--- config.mk ---
export PLATFORM = sky130hd
export DESIGN_NAME = data_sync_mc
export DESIGN_NICKNAME = d
export VERILOG_FILES = /design/src/rtl/data_sync_mc.sv
export SDC_FILE = /design/constraint.sdc
export NUM_CORES = 1
export LEC_CHECK = 0
export BUFFER_PORTS_ARGS = -buffer_cell sky130_fd_sc_hd__buf_4
export CORE_MARGIN = 5
export CORE_UTILIZATION = 48
export DETAILED_ROUTE_END_ITERATION = 16
export GPL_ROUTABILITY_DRIVEN = 0
export PLACE_DENSITY = 0.79
export SYNTH_ARGS = -nofsm -noshare
export SYNTH_HDL_FRONTEND = slang
export SYNTH_SLANG_ARGS = --single-unit
--- constraint.sdc ---
create_clock -name clk -period 1.9 [get_ports clk]
set_input_delay 0.095 -clock clk [delete_from_list [all_inputs] [get_ports clk]]
set_output_delay 0.095 -clock clk [all_outputs]
set_load 0.02 [all_outputs]
--- src/rtl/data_sync_mc.sv ---
// data_sync_mc: multi-channel request/data synchroniser into the clk domain.
//
// Each channel's asynchronous request runs through a STAGES-deep flop chain.
// A detected request event (rising edge in MODE 0, any change in MODE 1)
// captures that channel's data word and raises a valid flag. The consumer
// clears the flag with a take. An event that lands on a still-valid,
// untaken word sets a sticky overrun flag. The synced request level is
// returned to the source as an acknowledge. After reset a short settle
// window suppresses events so that sources already active at release do
// not produce false captures.
//
// Ports:
//   clk          destination clock
//   rst          async active-high reset
//   din          CHANNELS*DWIDTH source data, channel c at [c*DWIDTH +: DWIDTH]
//   dready_i     per-channel asynchronous request
//   dtake_i      per-channel consumer take
//   ovr_clr_i    per-channel overrun clear
//   dout         captured data, same slicing as din
//   dvalid_o     per-channel unconsumed-word flag
//   dack_o       per-channel registered synced request level
//   overrun_o    per-channel sticky overwrite flag
//   init_done_o  settle window complete

// One channel: sync chain, event detect, capture register, flags.
module data_sync_mc_lane #(
    parameter int STAGES = 2,
    parameter int DWIDTH = 8,
    parameter int MODE   = 0
) (
    input  logic              clk,
    input  logic              rst,
    input  logic              en_i,
    input  logic              req_i,
    input  logic [DWIDTH-1:0] din_i,
    input  logic              take_i,
    input  logic              ovr_clr_i,
    output logic [DWIDTH-1:0] dout_o,
    output logic              dvalid_o,
    output logic              dack_o,
    output logic              overrun_o
);
    logic [STAGES-1:0] sync_q, sync_d;
    logic              prev_q, prev_d;
    logic [DWIDTH-1:0] dout_q, dout_d;
    logic              dvalid_q, dvalid_d;
    logic              dack_q, dack_d;
    logic              overrun_q, overrun_d;
    logic              synced;
    logic              ev;

    always_comb begin
        sync_d = {sync_q[STAGES-2:0], req_i};
        synced = sync_q[STAGES-1];
        // prev follows synced even while events are masked, so a level
        // that settled during the settle window is not seen as an edge.
        prev_d = synced;
        if (MODE == 1) begin
            ev = en_i & (synced ^ prev_q);
        end else begin
            ev = en_i & synced & ~prev_q;
        end
        dout_d    = ev ? din_i : dout_q;
        // An event and a take on the same edge leave a fresh valid word.
        dvalid_d  = ev | (dvalid_q & ~take_i);
        // Set beats clear when both happen together.
        overrun_d = (ev & dvalid_q & ~take_i) | (overrun_q & ~ovr_clr_i);
        dack_d    = en_i & synced;
    end

    always_ff @(posedge clk or posedge rst) begin
        if (rst) begin
            sync_q    <= '0;
            prev_q    <= 1'b0;
            dout_q    <= '0;
            dvalid_q  <= 1'b0;
            dack_q    <= 1'b0;
            overrun_q <= 1'b0;
        end else begin
            sync_q    <= sync_d;
            prev_q    <= prev_d;
            dout_q    <= dout_d;
            dvalid_q  <= dvalid_d;
            dack_q    <= dack_d;
            overrun_q <= overrun_d;
        end
    end

    assign dout_o    = dout_q;
    assign dvalid_o  = dvalid_q;
    assign dack_o    = dack_q;
    assign overrun_o = overrun_q;
endmodule

module data_sync_mc #(
    parameter int STAGES   = 2,
    parameter int DWIDTH   = 8,
    parameter int CHANNELS = 4,
    parameter int MODE     = 0
) (
    input  logic                         clk,
    input  logic                         rst,
    input  logic [CHANNELS*DWIDTH-1:0]   din,
    input  logic [CHANNELS-1:0]          dready_i,
    input  logic [CHANNELS-1:0]          dtake_i,
    input  logic [CHANNELS-1:0]          ovr_clr_i,
    output logic [CHANNELS*DWIDTH-1:0]   dout,
    output logic [CHANNELS-1:0]          dvalid_o,
    output logic [CHANNELS-1:0]          dack_o,
    output logic [CHANNELS-1:0]          overrun_o,
    output logic                         init_done_o
);
    if (STAGES < 2) begin : g_bad_stages
        $error("data_sync_mc: STAGES must be >= 2");
    end
    if (CHANNELS < 1) begin : g_bad_channels
        $error("data_sync_mc: CHANNELS must be >= 1");
    end

    localparam int CW = $clog2(STAGES + 2);

    logic [CW-1:0] cnt_q, cnt_d;
    logic          init_done_q, init_done_d;

    // Counts release edges; done is registered on the (STAGES+1)th edge,
    // after which the counter freezes.
    always_comb begin
        cnt_d       = init_done_q ? cnt_q : cnt_q + CW'(1);
        init_done_d = init_done_q | (cnt_q == CW'(STAGES));
    end

    always_ff @(posedge clk or posedge rst) begin
        if (rst) begin
            cnt_q       <= '0;
            init_done_q <= 1'b0;
        end else begin
            cnt_q       <= cnt_d;
            init_done_q <= init_done_d;
        end
    end

    assign init_done_o = init_done_q;

    for (genvar c = 0; c < CHANNELS; c++) begin : g_ch
        data_sync_mc_lane #(
            .STAGES (STAGES),
            .DWIDTH (DWIDTH),
            .MODE   (MODE)
        ) u_lane (
            .clk       (clk),
            .rst       (rst),
            .en_i      (init_done_q),
            .req_i     (dready_i[c]),
            .din_i     (din[c*DWIDTH +: DWIDTH]),
            .take_i    (dtake_i[c]),
            .ovr_clr_i (ovr_clr_i[c]),
            .dout_o    (dout[c*DWIDTH +: DWIDTH]),
            .dvalid_o  (dvalid_o[c]),
            .dack_o    (dack_o[c]),
            .overrun_o (overrun_o[c])
        );
    end
endmodule
* After elaboration in Yosys (flattened, before gate mapping)
Cells that the tools add are included.
** Word-level totals
- ROM bits :: 0
- Register bits after elaboration :: 59
- Memories :: 0
- Word-level logic and storage cells :: 73
- Output and inout port bits :: 45
- Latch bits :: 0
- Bits of input ports :: 46
- Memory bits (writable) :: 0
** Cells by class
- Multipliers :: 0
- Muxes and demuxes :: 0
- Add/sub/neg operators :: 1
- Magnitude comparators :: 0
- Divide/modulo/power cells :: 0
- Bitwise operators :: 45
- Reductions and logical operators :: 0
- Shift operators :: 0
- Equal/unequal tests :: 1
** Operator list (number)
- $and A1 B1 Y1 :: 24
- $not A1 Y1 :: 12
- $or A1 B1 Y1 :: 9
- $add A2 B1 Y2 const B :: 1
- $eq A2 B2 Y1 const B :: 1

* Longest topological paths before layout
Gate-level depths: netlist (run 1).
- Depth in word-level cells :: 5
- Depth in mapped cells :: 4
- Gate-level depth less buffers :: 3

* By module
Synthesis (run 1) repeated with hierarchy kept, for this count alone.
** Unflattened totals
- Cell total of the unflattened synthesis :: 130
- Area, all modules :: 2200.9 um^2
** By module, submodules not included
- data_sync_mc_lane :: area each 519.2 um^2, seq. area each 350.3 um^2, cells each 30, times used 4
- data_sync_mc :: area each 123.9 um^2, seq. area each 75.1 um^2, cells each 10, times used 1

* Least setup slack after synthesis (run 1)
Ideal clock, no wire load.
- Kind :: reg2reg
- Start :: register init_done_q, in the netlist init_done_o
- End :: register g_ch[2].u_lane.dout_q[0]
- Path slack :: 0.622 ns
- Cell stages (with the launch flop) :: 5
- Buffers on the path :: 2
- Setup time :: 0.125 ns
- Required time :: 1.775 ns
- Clock period less this slack :: 1.278 ns
- Arrival time :: 1.153 ns
- Cell sequence :: dfrtp_1 -> buf_6 -> nand3b_4 -> buf_6 -> mux2_4
** On the way
- Longest elaborated chain between the ends :: 2
** Ends and longest elaborated chain
- start: declaration :: line 123 : logic init_done_q, init_done_d;
- start signal: assignment :: line 138 : init_done_q <= init_done_d;
- $and A1 B1 Y1 (2 in a row) :: line 61 : ev = en_i & synced & ~prev_q;
- end signal: assignment :: line 82 : dout_q <= dout_d;
- end: declaration :: line 45 : logic [DWIDTH-1:0] dout_q, dout_d;
No other way between the ends.
A chain may end at the register's enable or synchronous reset.

* Worst setup path after layout (run 1)
- Start :: register init_done_q, in the netlist init_done_o
- End :: register g_ch[3].u_lane.dout_q[6]
** On the way
- Longest elaborated chain between the ends :: 2
** Ends and longest elaborated chain (line)
- $and A1 B1 Y1 (2 in a row) :: 61
- end signal: assignment :: 82
- end: declaration :: 45
No other way between the ends.

==> results.py, run 1 <==
metrics = {
    "outcome": {
        "status": "finished, final reports clean",
    },
    "grt": {
        "grt_antenna_before_repair": 0,
        "grt_overflow": 0,
        "grt_start_max_net_pins": 30,
        "grt.total_usage": 0.174,
        "grt_pass1_vias": 1700,
        "grt_pass1_wl_um": 8150,
    },
    "cts": {
        "cts_buffers": 9,
        "htreeDepth": 3,
        "cts_sinks": 59,
        "cts_setup_buffers": 0,
        "path_clk_slew_ns": 0.07,
        "clkLatencyLatePin_ns": 0.33,
        "cts_buffer_depth": 2,
        "cts_tree": "yes",
        "root_buffer": "clkbuf_8",
    },
    "logic_synthesis": {
        "synth_compound_area_frac": 0.0109,
        "synth_nets": 186,
        "synth-simple-area-share": 0.0627,
        "synth_top_family_by_area": "multiplexers",
        "syn-cell-area_um2": 2290,
        "syn_avg_cell_area_um2": 16.5,
        "ys_types": 17,
        "synth_xor_xnor_area_share": 0.00382,
        "ys_warn_count": 0,
        "muxShareOfSynthArea": 0.201,
        "netlist_instances": 139,
        "synthAdderAreaFrac": 0.00546,
        "seq_area_frac_synth": 0.644,
        "ys_seq_elements": 59,
    },
    "layout": {
        "multiInputGateArea_um2": 651,
        "area_growth_syn_to_layout_pct": 54.0,
        "nets": 313,
        "layout-drive-gt1-share": 0.542,
        "regArea_um2": 1480,
        "fillCellCount": 308,
        "final_cell_mix": "buf_4 (92), dfrtp_1 (59), dlygate4sd3_1 (41)",
        "layout_commonest_cell": "buf_4",
        "final_area_um2": 3530,
        "final_cells": 325,
        "antenna_cells": 0,
        "utilization": 0.753,
    },
    "route": {
        "wl_per_cell_um": 15.4,
        "drt_wl_total_um": 5000,
        "dr.pass1.iters": 3,
        "drtIter0Drc": 40,
        "post_drt_via_cell_ratio": 4.66,
        "ant_nets": 0,
        "num_vias": 1513,
        "drc": 0,
    },
    "hold_path": {
        "hold_end": "g_ch[3].u_lane.overrun_o",
        "hold_start": "dtake_i[3]",
        "min_path_type": "in2reg",
        "whs_path_depth": 3,
    },
    "floorplan": {
        "die_h_um": 79.1,
        "rows": 25,
        "die_w_um": 79.1,
        "fp.coreArea_um2": 4690,
        "start_util": 0.489,
        "die-area_um2": 6260,
        "io_pins": 91,
    },
    "timing": {
        "finalHoldViolCount": 0,
        "finalCriticalPeriod_ns": 1.61,
        "hold_slack_ns": 0.0557,
        "setup_viol": 0,
        "grt_setup_unrepaired": "false",
        "worst_slew_pin_slew_ns": 0.579,
        "slew_headroom": 0.613,
        "finalSetupTns_ns": 0,
        "fin_crit_sh": 0.850,
        "slew_violations": 0,
        "clock_skew_ns": 0.0115,
        "max_freq_ghz": 0.620,
    },
    "critical_path": {
        "r2r_cells": 2,
        "reg2reg_to": "g_ch[3].u_lane.dout_o[6]",
        "cp.arrival_ns": 1.82,
        "cp_slowest_cell": "dfrtp_1",
        "path_cells": "nand3b_1, mux2_2",
        "cp-start-kind": "flop",
        "slowest_delay_ns": 0.65,
        "path_class": "reg2reg",
        "endpoint_kind": "flop",
        "cp.required_ns": 2.10,
        "critPathMaxFanout": 12,
        "r2r_slack_ns": 0.29,
        "reg2reg_from": "init_done_o",
    },
    "place": {
        "placed_area_um2": 2910,
        "portBuffers": 90,
        "place_inst": 268,
        "dp_hpwl_um": 3130,
    },
    "job": {
        "cap_violations": 0,
    },
    "power_and_ir_drop": {
        "power_leakage_uw": 0.00178,
        "powerDensity_nw_per_um2": 954,
        "vdd_drop_max_mv": 0.637,
    },
}
-- worst max-delay path by stage --
| stage | slack, ns | start | end |
|---|---|---|---|
| 2_1_floorplan | 0.35 | rst | cnt_q[0] |
| 4_1_cts | 0.26 | init_done_o | g_ch[3].u_lane.dout_o[6] |
| 5_1_grt | 0.19 | init_done_o | g_ch[3].u_lane.dout_o[6] |
| 3_3_place_gp | 0.33 | init_done_o | g_ch[3].u_lane.dout_o[6] |
| 6_report | 0.29 | init_done_o | g_ch[3].u_lane.dout_o[6] |
| 3_5_place_dp | 0.26 | init_done_o | g_ch[3].u_lane.dout_o[6] |
-- worst max-delay path, delay by kind of cell, from the launching register on --
kind	cells	cell delay [ns]
and+or+nand+nor	1	0.44
DFF	1	0.65
muxes	1	0.41
-- metal layers --
metal,part of all wire,GRT usage,vias to the layer above
met5,0,0,-
met3,0.084,0.0714,4
met2,0.52,0.294,63
li1,-,-,701
met4,0.0072,0.0722,0
met1,0.39,0.193,745
-- sequential cells by signal, indices dropped and copies added (netlist names) --
signal	flops
g_ch.u_lane.sync_q	8
init_done_o	1
g_ch.u_lane.dout_o	32
g_ch.u_lane.dvalid_o	4
g_ch.u_lane.overrun_o	4
cnt_q	2
g_ch.u_lane.prev_q	4
g_ch.u_lane.dack_o	4
-- power by group --
part           internal, uW  leakage [uW]  total [uW]  switching (uW)
registers              1390      0.000689        1460            76.2
logic                   401      0.000989         712             310
clock network           735      0.000103        1190             459
-- Yosys cell counts, drive strengths merged --
cell | count | area (um2)
and2 | 4 | 30.0
xnor2 | 1 | 8.76
dfrtp | 59 | 1480
ha | 1 | 12.5
or2 | 1 | 6.26
inv | 7 | 26.3
nand3b | 4 | 67.6
nand2b | 4 | 25.0
mux2i | 1 | 10.0
buf | 17 | 140
nand2 | 4 | 15.0
mux2 | 32 | 450
o22ai | 4 | 25.0
-- area by class of cell --
cell class                      count  share of cell area
Clock buffer                       11              0.0372
Clock inverter                      5              0.0220
Inverter                            7             0.00744
Multi-Input combinational cell     56               0.184
Sequential cell                    59               0.418
Tap cell                           54              0.0191
Timing Repair Buffer              133               0.312
-- through the flow --
| stage | total power (uW) | setup slack [ns] |
|---|---|---|
| 2_1_floorplan | 1850 | 0.349 |
| 3_3_place_gp | 2110 | 0.330 |
| 3_5_place_dp | 2120 | 0.263 |
| 4_1_cts | 3400 | 0.258 |
| 5_1_grt | 3530 | 0.187 |
| 6_report | 3370 | 0.286 |
-- logic make-up (layout without fill, tap and decap cells) --
family,count (synthesis),in the layout
flops,59,59
mux,33,33
buf+inv,24,156
simple gates,17,17
compound gates,4,4
fa+ha+maj,1,1
xor+xnor,1,1
-- what timing repair did --
action,4_1_cts,5_1_grt
hold buffers,40,1
endpoints found under the setup margin,0,0
hold endpoints to repair,66,1
resized for setup,0,0
No activity file was read; power rests on OpenSTA's default activity.
==> run 2, diff against run 1 <==
--- a/config.mk
+++ b/config.mk
@@ -5,12 +5,13 @@
 export SDC_FILE = /design/constraint.sdc
 export NUM_CORES = 1
 export LEC_CHECK = 0
+export ABC_AREA = 1
 export BUFFER_PORTS_ARGS = -buffer_cell sky130_fd_sc_hd__buf_4
 export CORE_MARGIN = 5
-export CORE_UTILIZATION = 48
+export CORE_UTILIZATION = 44
 export DETAILED_ROUTE_END_ITERATION = 16
 export GPL_ROUTABILITY_DRIVEN = 0
-export PLACE_DENSITY = 0.79
+export PLACE_DENSITY = 0.76
 export SYNTH_ARGS = -nofsm -noshare
 export SYNTH_HDL_FRONTEND = slang
 export SYNTH_SLANG_ARGS = --single-unit
==> constraint.sdc (replaced) <==
create_clock -name clk -period 1.3 [get_ports clk]
set_input_delay 0.065 -clock clk [delete_from_list [all_inputs] [get_ports clk]]
set_output_delay 0.065 -clock clk [all_outputs]
set_load 0.02 [all_outputs]
==> results.py, run 2 <==
metrics = {
    "outcome": {
        "status": "finished, final reports clean",
    },
    "logic_synthesis": {
        "ys_warn_count": 0,
        "async_reset_ff_frac": 1.00,
        "synth.largest_area_cell": "dfrtp_1",
        "synth.most_common_cell": "nand2_1",
        "synth_top_area_share": 0.619,
        "ys_seq_elements": 59,
        "synth_nets": 278,
        "yosys-top-cells-count": "nand2_1 (77), dfrtp_1 (59), nand4_1 (32), buf_4 (19), inv_1 (14)",
        "synth-main-ff-cell": "dfrtp_1",
        "seq_area_frac_synth": 0.619,
        "syn_avg_cell_area_um2": 10.3,
        "synth_edf_count": 0,
        "ys_types": 16,
        "syn-cell-area_um2": 2380,
        "synth_area_leaders": "dfrtp_1 (62%), nand2_1 (12%), nand4_1 (8.4%)",
        "netlist_instances": 231,
    },
    "floorplan": {
        "start_util": 0.461,
        "io_pins": 91,
        "die-area_um2": 6990,
        "die_h_um": 83.6,
        "die_w_um": 83.6,
        "rows": 26,
        "fp.coreArea_um2": 5170,
    },
    "grt": {
        "grt_pass1_wl_um": 10100,
        "grt_pass1_vias": 2200,
        "grt_antenna_before_repair": 0,
        "grt_start_max_net_pins": 60,
        "grt_overflow": 0,
        "grt.total_usage": 0.179,
    },
    "cts": {
        "path_clk_slew_ns": 0.06,
        "root_buffer": "clkbuf_8",
        "clkLatencyLatePin_ns": 0.33,
        "cts_buffers": 9,
        "cts_tree": "yes",
        "cts.repair.resized": 0,
        "cts_buffer_depth": 2,
        "cts_sinks": 59,
        "htreeDepth": 3,
    },
    "timing": {
        "max_freq_ghz": 0.879,
        "grt_setup_unrepaired": "false",
        "slew_headroom": 0.728,
        "clock_skew_ns": 0.00747,
        "slew_violations": 0,
        "finalSetupTns_ns": 0,
        "finalCriticalPeriod_ns": 1.14,
        "worst_slew_pin_slew_ns": 0.408,
        "fin_crit_sh": 0.875,
        "finalHoldViolCount": 0,
        "setup_viol": 0,
    },
    "critical_path": {
        "endpoint_kind": "flop",
        "path_class": "reg2reg",
        "critPathMaxFanout": 11,
        "cp.required_ns": 1.52,
        "cp.arrival_ns": 1.36,
        "cp-start-kind": "flop",
    },
    "layout": {
        "regArea_um2": 1480,
        "largest_reg_flops": 32,
        "fillCellCount": 381,
        "multiInputGateArea_um2": 667,
        "utilization": 0.701,
        "nets": 404,
        "layout-drive-gt1-share": 0.359,
        "area_growth_syn_to_layout_pct": 51.9,
        "layout_commonest_cell": "buf_4",
        "antenna_cells": 0,
        "final_cell_mix": "buf_4 (97), nand2_1 (77), dfrtp_1 (58)",
    },
    "route": {
        "dr.pass1.iters": 4,
        "ant_nets": 0,
        "wl_per_cell_um": 13.5,
        "drc": 0,
        "num_vias": 2072,
        "drtIter0Drc": 101,
        "post_drt_via_cell_ratio": 4.80,
        "drt_wl_total_um": 5820,
    },
    "job": {
        "cap_violations": 0,
    },
    "power_and_ir_drop": {
        "powerDensity_nw_per_um2": 1270,
        "power_leakage_uw": 0.00191,
        "vdd_drop_max_mv": 0.730,
        "power.total_uw": 4590,
    },
    "place": {
        "portBuffers": 90,
        "dp_hpwl_um": 3750,
    },
    "hold_path": {
        "min_path_type": "in2reg",
    },
}
[run 2: power breakdown]
part,total (uW),switching (uW),internal [uW]
clock network,1560,664,899
logic,898,462,435
registers,2130,118,2010
[run 2: worst max-delay path, stage by stage (launching register included)]
cell	delay [ns]
dfrtp_1	0.59
nand3_2	0.25
nand2_1	0.13
nand2_1	0.06
[run 2: cell type report]
| cell class | instances | share of cell area |
|---|---|---|
| timing repair buffer | 136 | 0.311 |
| multi-input combinational | 133 | 0.184 |
| sequential | 59 | 0.408 |
| clock buffer | 15 | 0.0515 |
| clock inverter | 1 | 0.00138 |
| inverter | 18 | 0.0197 |
| tap | 70 | 0.0242 |
[run 2: cell families after synthesis]
family / count (synthesis) / share of synthesized area
AND/OR/NAND/NOR: 126 / 0.260
flip-flops: 59 / 0.619
buffers and inverters: 39 / 0.101
AO/OA/AOI/OAI: 5 / 0.0105
XOR/XNOR: 1 / 0.00367
adder cells (fa/ha/maj): 1 / 0.00525
[run 2: path summary, 6_finish.rpt]
check / from / depth (start not counted) / slack (ns) / to
max: g_ch[2].u_lane.sync_q[1] / 3 / 0.16 / g_ch[2].u_lane.dout_o[1]
min in group asynchronous: rst / 4 / 0.37 / g_ch[2].u_lane.dout_o[2]
min: din[4] / 3 / 0.01 / g_ch[0].u_lane.dout_o[4]
min reg2reg: g_ch[0].u_lane.sync_q[0] / 0 / 0.35 / g_ch[0].u_lane.sync_q[1]
max reg2reg: g_ch[2].u_lane.sync_q[1] / 3 / 0.16 / g_ch[2].u_lane.dout_o[1]
max in group asynchronous: rst / 4 / 0.66 / init_done_o
[run 2: stage by stage]
step | hold slack [ns] | setup slack (ns) | instances | cell area, um2
2_1_floorplan | 0.0964 | 0.213 | 231 | 2390
3_5_place_dp | 0.176 | 0.158 | 376 | 3040
5_1_grt | 0.00317 | 0.0378 | 432 | 3620
6_report | 0.0110 | 0.163 | 432 | 3620
3_3_place_gp | 0.172 | 0.209 | 376 | 3040
4_1_cts | 0.00139 | 0.152 | 432 | 3620
[run 2: layer usage]
metal | up-vias | share of wire | track usage
met5 | - | 0 | 0
met4 | 0 | 0.014 | 0.0512
met3 | 10 | 0.071 | 0.0770
met2 | 82 | 0.50 | 0.310
met1 | 983 | 0.41 | 0.200
li1 | 997 | - | -
[run 2: timing repair]
action | 4_1_cts | 5_1_grt
endpoints found under the setup margin | 1 | 0
hold buffers | 38 | 0
endpoints found under the hold margin | 96 | 0
setup buffers | 2 | 0
